**src/rtl/player_cmd_scheduler.sv**
```systemverilog
// player_cmd_scheduler: fixed-priority button/end-of-song scheduler issuing one command per slot with hold-off
module player_cmd_scheduler #(
  parameter int NUM_SONGS  = 4,
  parameter int SEEK_SHORT = 10,
  parameter int SEEK_LONG  = 30,
  parameter int HOLDOFF    = 3
) (
  input  logic              clk,
  input  logic              reset,
  input  logic              pass_30s,
  input  logic              back_30s,
  input  logic              pass_10s,
  input  logic              back_10s,
  input  logic              next_song,
  input  logic              prev_song,
  input  logic              play_pause,
  input  logic              end_of_song,
  input  logic              busy,
  output logic              cmd_valid,
  output logic [2:0]        cmd_code,
  output logic signed [8:0] time_adder,
  output logic [1:0]        song_select,
  output logic              start,
  output logic              play,
  output logic [7:0]        pending
);
  typedef enum logic [1:0] {IDLE, ISSUE, HOLD} state_t;
  localparam int CW = $clog2(HOLDOFF + 2);
  localparam logic signed [8:0] SL = 9'(SEEK_LONG);
  localparam logic signed [8:0] SS = 9'(SEEK_SHORT);
  localparam logic [1:0] LAST = 2'(NUM_SONGS - 1);
  state_t state, state_n;
  logic [7:0] btn, prev, ev, pending_n;
  logic [2:0] code_n, hi;
  logic [CW-1:0] cnt, cnt_n;
  logic [1:0] sel_n;
  logic play_n;
  // bit index equals priority; command code is 7 - bit
  assign btn = {end_of_song, next_song, prev_song, play_pause, pass_30s, back_30s, pass_10s, back_10s};
  assign ev = btn & ~prev;
  assign cmd_valid = state == ISSUE;
  assign start = cmd_valid && cmd_code <= 3'd2;
  assign time_adder = !cmd_valid || !cmd_code[2] ? 9'sd1 :
                      cmd_code[1:0] == 2'd0 ? SL :
                      cmd_code[1:0] == 2'd1 ? -SL :
                      cmd_code[1:0] == 2'd2 ? SS : -SS;
  always_comb begin
    hi = '0;
    for (int i = 0; i < 8; i++) if (pending[i]) hi = 3'(i);
  end
  always_ff @(posedge clk or posedge reset) begin
    if (reset) begin
      state <= IDLE;
      prev <= '1;
      pending <= '0;
      cmd_code <= '0;
      cnt <= '0;
      song_select <= '0;
      play <= 1'b0;
    end else begin
      state <= state_n;
      prev <= btn;
      pending <= pending_n;
      cmd_code <= code_n;
      cnt <= cnt_n;
      song_select <= sel_n;
      play <= play_n;
    end
  end
  always_comb begin
    state_n = state;
    pending_n = pending | ev;
    code_n = cmd_code;
    cnt_n = cnt;
    sel_n = song_select;
    play_n = play;
    case (state)
      IDLE: if (|pending && !busy) begin
        state_n = ISSUE;
        code_n = 3'd7 - hi;
        pending_n = (pending & ~(8'b1 << hi)) | ev;
      end
      ISSUE: begin
        state_n = HOLDOFF > 0 ? HOLD : IDLE;
        cnt_n = '0;
        // a song change makes any queued or simultaneous seek meaningless
        if (cmd_code <= 3'd2) begin
          pending_n = (pending | ev) & 8'hF0;
          sel_n = cmd_code == 3'd2 ? (song_select == 2'd0 ? LAST : song_select - 2'd1)
                                   : (song_select == LAST ? 2'd0 : song_select + 2'd1);
        end
        if (cmd_code == 3'd3) play_n = !play;
      end
      HOLD: if (cnt == CW'(HOLDOFF - 1)) state_n = IDLE;
            else cnt_n = cnt + 1'b1;
      default: state_n = IDLE;
    endcase
  end
endmodule

```
**config.mk**
```make
export PLATFORM = sky130hd
export DESIGN_NAME = player_cmd_scheduler
export DESIGN_NICKNAME = d
export VERILOG_FILES = /design/src/rtl/player_cmd_scheduler.sv
export SDC_FILE = /design/constraint.sdc
export NUM_CORES = 1
export LEC_CHECK = 0
export CAP_MARGIN = 20
export CORE_MARGIN = 2
export CORE_UTILIZATION = 48
export CTS_CLUSTER_DIAMETER = 150
export DETAILED_ROUTE_END_ITERATION = 10
export PLACE_DENSITY = 0.9
export REMOVE_ABC_BUFFERS = 1
export SYNTH_ARGS = -nofsm -noshare
export SYNTH_HDL_FRONTEND = slang
export SYNTH_SLANG_ARGS = --single-unit
export TNS_END_PERCENT = 20
```
**constraint.sdc**
```tcl
create_clock -name clk -period 2 [get_ports clk]
set_input_delay 0.2 -clock clk [delete_from_list [all_inputs] [get_ports clk]]
set_output_delay 0.2 -clock clk [all_outputs]
set_load 0.005 [all_outputs]
```
Word-level counts from Yosys, hierarchy flattened:

Index checks and enable logic that the tools add are counted.

* bits of input ports: 11
* latch bits: 0
* register bits after elaboration: 27
* bits in writable memories: 0
* word-level logic and storage cells: 69
* output and inout port bits: 25
* memories kept: 0
* bits in read-only memories: 0

* multipliers: 0
* div/mod/pow operators: 0
* multiplexer cells: 22
* add/sub/neg operators: 4
* order comparisons: 1
* bitwise logic cells: 6
* equality and inequality tests: 11
* shift-type cells: 1
* reduce and logical (&&, ||, !) cells: 17

Operators with widths (count)
* $mux W9: 4
* $mux W3: 6
* $and A8 B8 Y8: 2
* $not A8 Y8: 2
* $or A8 B8 Y8: 2
* $pmux W8 S2: 1
* $mux W2: 6
* $reduce_and A2 Y1: 5
* $eq A3 B2 Y1 const B: 3
* $mux W8: 1
* $reduce_or A8 Y1: 1
* $shl A1 B3 Y8 const A: 1
* $eq A2 B2 Y1 const B: 3
* $logic_not A2 Y1: 3
* $ne A2 B2 Y1 const B: 3
* $pmux W2 S3: 1
* $pmux W3 S2: 1
* $eq A2 B1 Y1 const B: 2
* $logic_not A1 Y1: 4
* $mux W4: 1
* $add A3 B1 Y3 const B: 1
* $le A3 B2 Y1 const B: 1
* $sub A3 B3 Y3 const A: 1
* $add A2 B1 Y2 const B: 1
* other kinds (5): 6

Longest topological paths before layout:

Gate-level depths: netlist (run 1).

* word-level depth: 13
* depth in mapped cells: 7
* gate-level depth less buffers: 7

Worst setup path before layout (run 1):

No wires, ideal clock.

* kind: reg-to-output
* from: register state[1]
* to: output time_adder[6]
* buffers on the path: 1
* data arrival time: 1284 ps
* cell stages (with the launch flop): 5
* path slack: 516 ps
* required time: 1800 ps
* path through: dfrtp_1 nor2b_2 nand2_1 nor3_1 buf_4

* longest elaborated chain between the ends: 4

RTL lines
* start: declaration: RTL line 32 `state_t state, state_n;`
* start signal: assignment: RTL line 61 `state <= state_n;`
* $eq A2 B1 Y1: RTL line 41 `assign cmd_valid = state == ISSUE;`
* net cmd_valid: RTL line 19 `output logic cmd_valid,`
* $logic_not A1 Y1: RTL line 43 `assign time_adder = !cmd_valid || !cmd_code[2] ? 9'sd1 :`
* $logic_or A1 B1 Y1: RTL line 43
* $mux W9: RTL line 43
* end: declaration: RTL line 21 `output logic signed [8:0] time_adder,`

The timed path passes the listed nets, and every way through them passes these cells.

Worst setup path after layout (run 1):

* from: register cmd_code[0]
* to: output start

* longest elaborated chain between the ends: 2

RTL lines
* start: declaration: RTL line 20 `output logic [2:0] cmd_code,`
* start signal: assignment: RTL line 64 `cmd_code <= code_n;`
* $le A3 B2 Y1: RTL line 42 `assign start = cmd_valid && cmd_code <= 3'd2;`
* $logic_and A1 B1 Y1: RTL line 42
* end: declaration: RTL line 23 `output logic start,`

Every way passes these cells.

==> flow_summary.toml, run 1 <==
[timing]
setup_viol = 0
skew_ps = 0.625
tightest_slew_ps = 403
rsz0062_at_grt = "yes"
hold_viol = 0
period_share_pct = 97.8
slew_headroom_pct = 72.9
fin_crit_ps = 1960
fmax_mhz = 511
slew_violations = 0

[global_route]
grt_antenna_before_repair = 0
grt-ovfl-total = 0
grt_max_degree = 28
grtUsageTotal_pct = 19.6
grt_first_pass_wirelength_mm = 5.05
grt_pass1_vias = 1154

[floorplan]
die_h_um = 57.7
ios = 36
die_w_um = 57.7
core_um2 = 2760
die_area_um2 = 3330
initial_core_util_pct = 50.2
rows = 19

[logic_synthesis]
syn_area_um2 = 1390
yosysWarnings = 0
syn_inst = 132
avgSynthCellArea_um2 = 10.5
synth_seq_cells = 27
ys_types = 38
ys_seq_area_share_pct = 49.5

[detailed_routing]
wirelength_mm = 2.87
drc = 0
ant_nets = 0
routed_via_density = 5.35
num_vias = 1102
drt_first_pass_iters = 5
post_drt_wl_per_cell_um = 13.9
drtIter0Drc = 20

[setup_path]
worstReg2RegStart = "state[0]"
crit_path_end = "start"
r2r_end = "cmd_code[0]"
critPathCaptureType = "output pin"
setup.worst_path.start = "cmd_code[0]"
critical_path_class = "reg -> out"
critPathLaunchType = "register"
rrSetupSlack_ps = 410
worstRegToRegCells = 4
crit_arrival_ps = 1760
cp.required_ps = 1800
path_max_fanout = 4

[final_layout]
layout_commonest_cell = "clkdlybuf4s50_1"
nNetsFinal = 195
regArea_um2 = 686
drive_gt1_share_pct = 21.1
area_delta_synth_final_pct = 32.8
fill_cells = 224
fin_area_um2 = 1840
fin_util_pct = 66.7
multi_input_area_um2 = 612
num_antenna_cells = 0
most-common-layout-cells = "clkdlybuf4s50_1 (27), dfrtp_1 (19), inv_1 (13)"

[clocking]
cts_tree = "yes"
clk_latency_ps = 330
h-tree-depth = 1
cts-buffers-inserted = 3
cts_num_sinks = 27
path_clk_slew_ps = 140
holdBufCountCts = 0
clk_path_buf_depth = 2
root_buffer = "clkbuf_4"

[pwr]
p_leak_uw = 0.000863
vdd_drop_max_mv = 0.847
pwr_density_cell_nw_per_um2 = 1200

[run_status]
status = "finished clean"

[min_path]
hp-class = "in -> async"

[job]
drv_cap = 0

[placement]
gp_congestion = 0.830
dp_hpwl_mm = 2.13
dpl_cell_area_um2 = 1760
portBuffers = 35
==> repair_timing <==
action,4_1_cts,5_1_grt
pin swaps,4,0
cloned,0,0
endpoints found under the setup margin,7,2
buffers inserted,5,0
resized for setup,11,2
==> critical path: stages (launching register included) <==
cell	delay, ps
dfrtp_1	420
inv_2	70
ha_2	170
nor2b_1	60
or3b_4	400
clkinv_2	80
dlygate4sd2_1	230
==> through the flow <==
step,TNS [ps],setup WS (ps),total power (uW),hold slack (ps),std cells
4_1_cts,0,2.58,2190,199,206
3_3_place_gp,0,131,1800,465,197
5_1_grt,-54.7,-54.7,2370,231,206
3_5_place_dp,0,58.7,1870,466,197
6_report,0,44.2,2200,197,206
2_1_floorplan,0,490,1410,204,127
==> cells by family after synthesis <==
logic type | Yosys count | synth area share [%]
simple gates | 44 | 19.1
compound gates | 27 | 12.6
flops | 27 | 49.5
buf+inv | 21 | 7.41
fa+ha+maj | 8 | 7.23
mux | 3 | 2.89
xor+xnor | 2 | 1.26
==> Yosys cell counts <==
cell type,n,area (um^2)
xnor2_1,2,17.5
a211o_1,1,8.76
o21ai_1,4,20.0
buf_4,4,30.0
nand2_1,11,41.3
nand3_1,2,10.0
o31ai_1,1,7.51
or3_4,1,11.3
nor2_1,8,30.0
nor3b_1,1,7.51
nor3_1,4,20.0
or3b_4,1,11.3
nor4b_1,1,8.76
clkinv_2,1,5.00
a21oi_4,1,16.3
o21bai_1,1,7.51
nor4_2,1,12.5
a31oi_1,2,12.5
o221a_2,1,11.3
a21oi_1,3,15.0
nor2b_1,4,25.0
nand2b_1,5,31.3
dfstp_2,8,210
nand3b_1,2,15.0
nor2b_2,1,8.76
and4b_1,1,10.0
ha_1,8,100
dfrtp_1,19,475
inv_2,1,3.75
a21oi_2,1,8.76
mux2i_1,1,10.0
nor4_4,1,21.3
a2bb2oi_1,1,8.76
a22o_1,1,8.76
mux2_4,2,30.0
buf_6,1,11.3
o21ai_0,10,50.1
inv_1,14,52.6
==> flip-flops by register name (all words and copies together), names as in the netlist <==
signal	cells
prev	8
play	1
song_select	2
pending	8
cnt	3
cmd_code	3
state	2
==> power by group <==
part           switching, uW  internal, uW
clock                    165          76.7
combinational            465           596
sequential               185           711
total                    814          1380
==> area by class of cell <==
class                           count  area share, %
Sequential cell                    27           37.3
Multi-Input combinational cell     84           33.3
Tap cell                           31           2.11
Inverter                           16           3.33
Clock buffer                        3           1.22
Clock inverter                      1          0.408
Timing Repair Buffer               44           22.4
==> layer usage <==
layer	vias to the layer above	wire length [um]	global-route usage (%)
li1	527	-	-
met1	513	1130	23.2
met2	52	1460	34.7
met3	10	202	4.24
met4	0	71	7.31
met5	-	0	0
==> worst min path at each step <==
stage                   from    endpoint  slack [ps]  cells past startpoint
global route           reset  pending[7]         230                      3
CTS                    reset  pending[4]         200                      3
floorplan           back_10s     prev[0]         200                      0
detailed placement      play        play         470                      1
global placement        play        play         460                      1
finish                 reset      cnt[1]         200                      3
Note: power is estimated with default switching activity, not from simulation.
==> run 2: changes to the inputs <==
Settings changed: SKIP_LAST_GASP set to 1.
==> run 2 against run 1 <==
Effect of this change: the flow now finishes with violations (negative setup slack); flip-flop and latch count unchanged; critical path depth decreased by 2; via count decreased by 0.54%; setup slack got worse by 160 ps; clock skew about the same; register-to-register slack about the same; non-clock buffer count unchanged; die area unchanged; critical endpoint is now time_adder[6]; final cell count unchanged; sequential share of layout area unchanged; sequential power decreased by 0.4%; final area unchanged.
==> flow_summary.toml, run 2 (synthesis results as in run 1) <==
[timing]
slew_headroom_pct = 72.9
fmax_mhz = 472
skew_ps = 0.625
slew_violations = 0
tightest_slew_ps = 403
fin_tns_setup_ps = -448
rsz0062_at_grt = "yes"
period_share_pct = 106
setup_viol = 5
fin_crit_ps = 2120
hold_viol = 0
setup_slack_ps = -120
holdWs_ps = 197

[detailed_routing]
drt_first_pass_iters = 5
post_drt_wl_per_cell_um = 13.9
ant_nets = 0
drc = 0
wirelength_mm = 2.87
routed_via_density = 5.32
num_vias = 1096
drtIter0Drc = 21

[floorplan]
ios = 36
die_area_um2 = 3330
core_um2 = 2760
die_h_um = 57.7
die_w_um = 57.7
initial_core_util_pct = 50.2
rows = 19

[clocking]
h-tree-depth = 1
clk_path_buf_depth = 2
cts-buffers-inserted = 3
path_clk_slew_ps = 140
root_buffer = "clkbuf_4"
clk_latency_ps = 330
cts_num_sinks = 27
cts_tree = "yes"

[min_path]
hp-class = "in -> async"

[pwr]
totalPowerFinal_uw = 2180
power.share.clock_pct = 11.1
p_leak_uw = 0.000834
pwr_density_cell_nw_per_um2 = 1190
switching_share_pct = 37.1
seqPwrFrac_pct = 40.9
power_switching_uw = 810
vdd_drop_max_mv = 0.846
combPwrFrac_pct = 48.1
p_int_uw = 1370

[setup_path]
crit_arrival_ps = 1920
slowest_delay_ps = 550
cp.required_ps = 1800
path_max_fanout = 4
crit_chain = "buf_4 > ha_1 > nor3_2 > clkdlybuf4s50_1"
critPathCaptureType = "output pin"
cp_num_buf_inv = 2
critPathLaunchType = "register"
slowest_stage = "clkdlybuf4s50_1"
critical_path_class = "reg -> out"
path_delay_family = "buffers and inverters"

[global_route]
grtUsageTotal_pct = 19.6
grt-ovfl-total = 0
grt_max_degree = 28
grt_pass1_vias = 1156
grt_first_pass_wirelength_mm = 5.05
grt_antenna_before_repair = 0

[job]
drv_cap = 0

[placement]
gp_congestion = 0.830
dpl_cell_area_um2 = 1760
dp_hpwl_mm = 2.13
portBuffers = 35

[final_layout]
reg.largest.list = "pending: 8 flops, prev: 8 flops"
area_delta_synth_final_pct = 32.8
layout_commonest_cell = "clkdlybuf4s50_1"
fin_area_um2 = 1840
drive_gt1_share_pct = 20.6
nNetsFinal = 195
most-common-layout-cells = "clkdlybuf4s50_1 (33), dfrtp_1 (19), inv_1 (13)"
num_antenna_cells = 0

[run_status]
status = "complete, but fails checks"
violations = "negative setup slack"
run 2: changes by cell type in the layout (fill, tap and decap cells not counted), sizes merged:
cell / previous run / this run
clkdlybuf4s50: 27 / 33
dlygate4sd2: 7 / 1
run 2: worst paths after layout:
kind | from | endpoint | slack, ps | cells after the start
min | reset | cnt[1] | 200 | 3
max | cmd_code[1] | time_adder[6] | -120 | 4
max reg2reg | cmd_code[0] | song_select[0] | 420 | 7
max in group asynchronous | reset | prev[2] | 1510 | 3
min reg2reg | play | play | 480 | 1
min in group clk | back_10s | prev[0] | 280 | 1
run 2: worst reg2reg max path: stages (launching register included):
cell and delay, ps:
dfrtp_1 420, inv_2 70, ha_2 170, nor2b_1 60, or3b_4 400, buf_4 160, o21ai_1 140, nand2_1 70
run 2: layout make-up:
type | instances | area (um^2)
clock buffer | 3 | 22.5
clock inverter | 1 | 7.51
fill | 230 | 918
inverter | 16 | 61.3
multi-input combinational | 84 | 604
sequential | 27 | 686
tap | 31 | 38.8
timing repair buffer | 44 | 419
run 2: repair_timing:
action,in CTS,in global routing
gates resized for setup,4,1
endpoints found under the setup margin,7,9
setup buffers,5,0
pin swaps,2,1
hold buffers,0,0
run 2: per-layer routing:
| layer | global-route usage, % | part of all wire (%) | vias to the layer above |
|---|---|---|---|
| met1 | 23.2 | 40 | 507 |
| met2 | 34.7 | 51 | 52 |
| met4 | 7.31 | 2.5 | 0 |
| li1 | - | - | 527 |
| met3 | 4.24 | 7.0 | 10 |
| met5 | 0 | 0 | - |
run 2: power by group through the flow:
stage	Sequential, uW	Combinational [uW]	Clock, uW
after detailed placement	903	969	0
after global routing	922	1170	264
after global placement	893	911	0
final	892	1050	242
after CTS	890	1050	248
after floorplan	907	504	0
run 2: through the flow:
step,setup slack [ps],utilization [%],cells
2_1_floorplan,490,-,127
3_3_place_gp,131,63.9,197
3_5_place_dp,58.7,63.9,197
4_1_cts,-150,66.6,206
5_1_grt,-205,66.7,206
6_report,-120,66.7,206
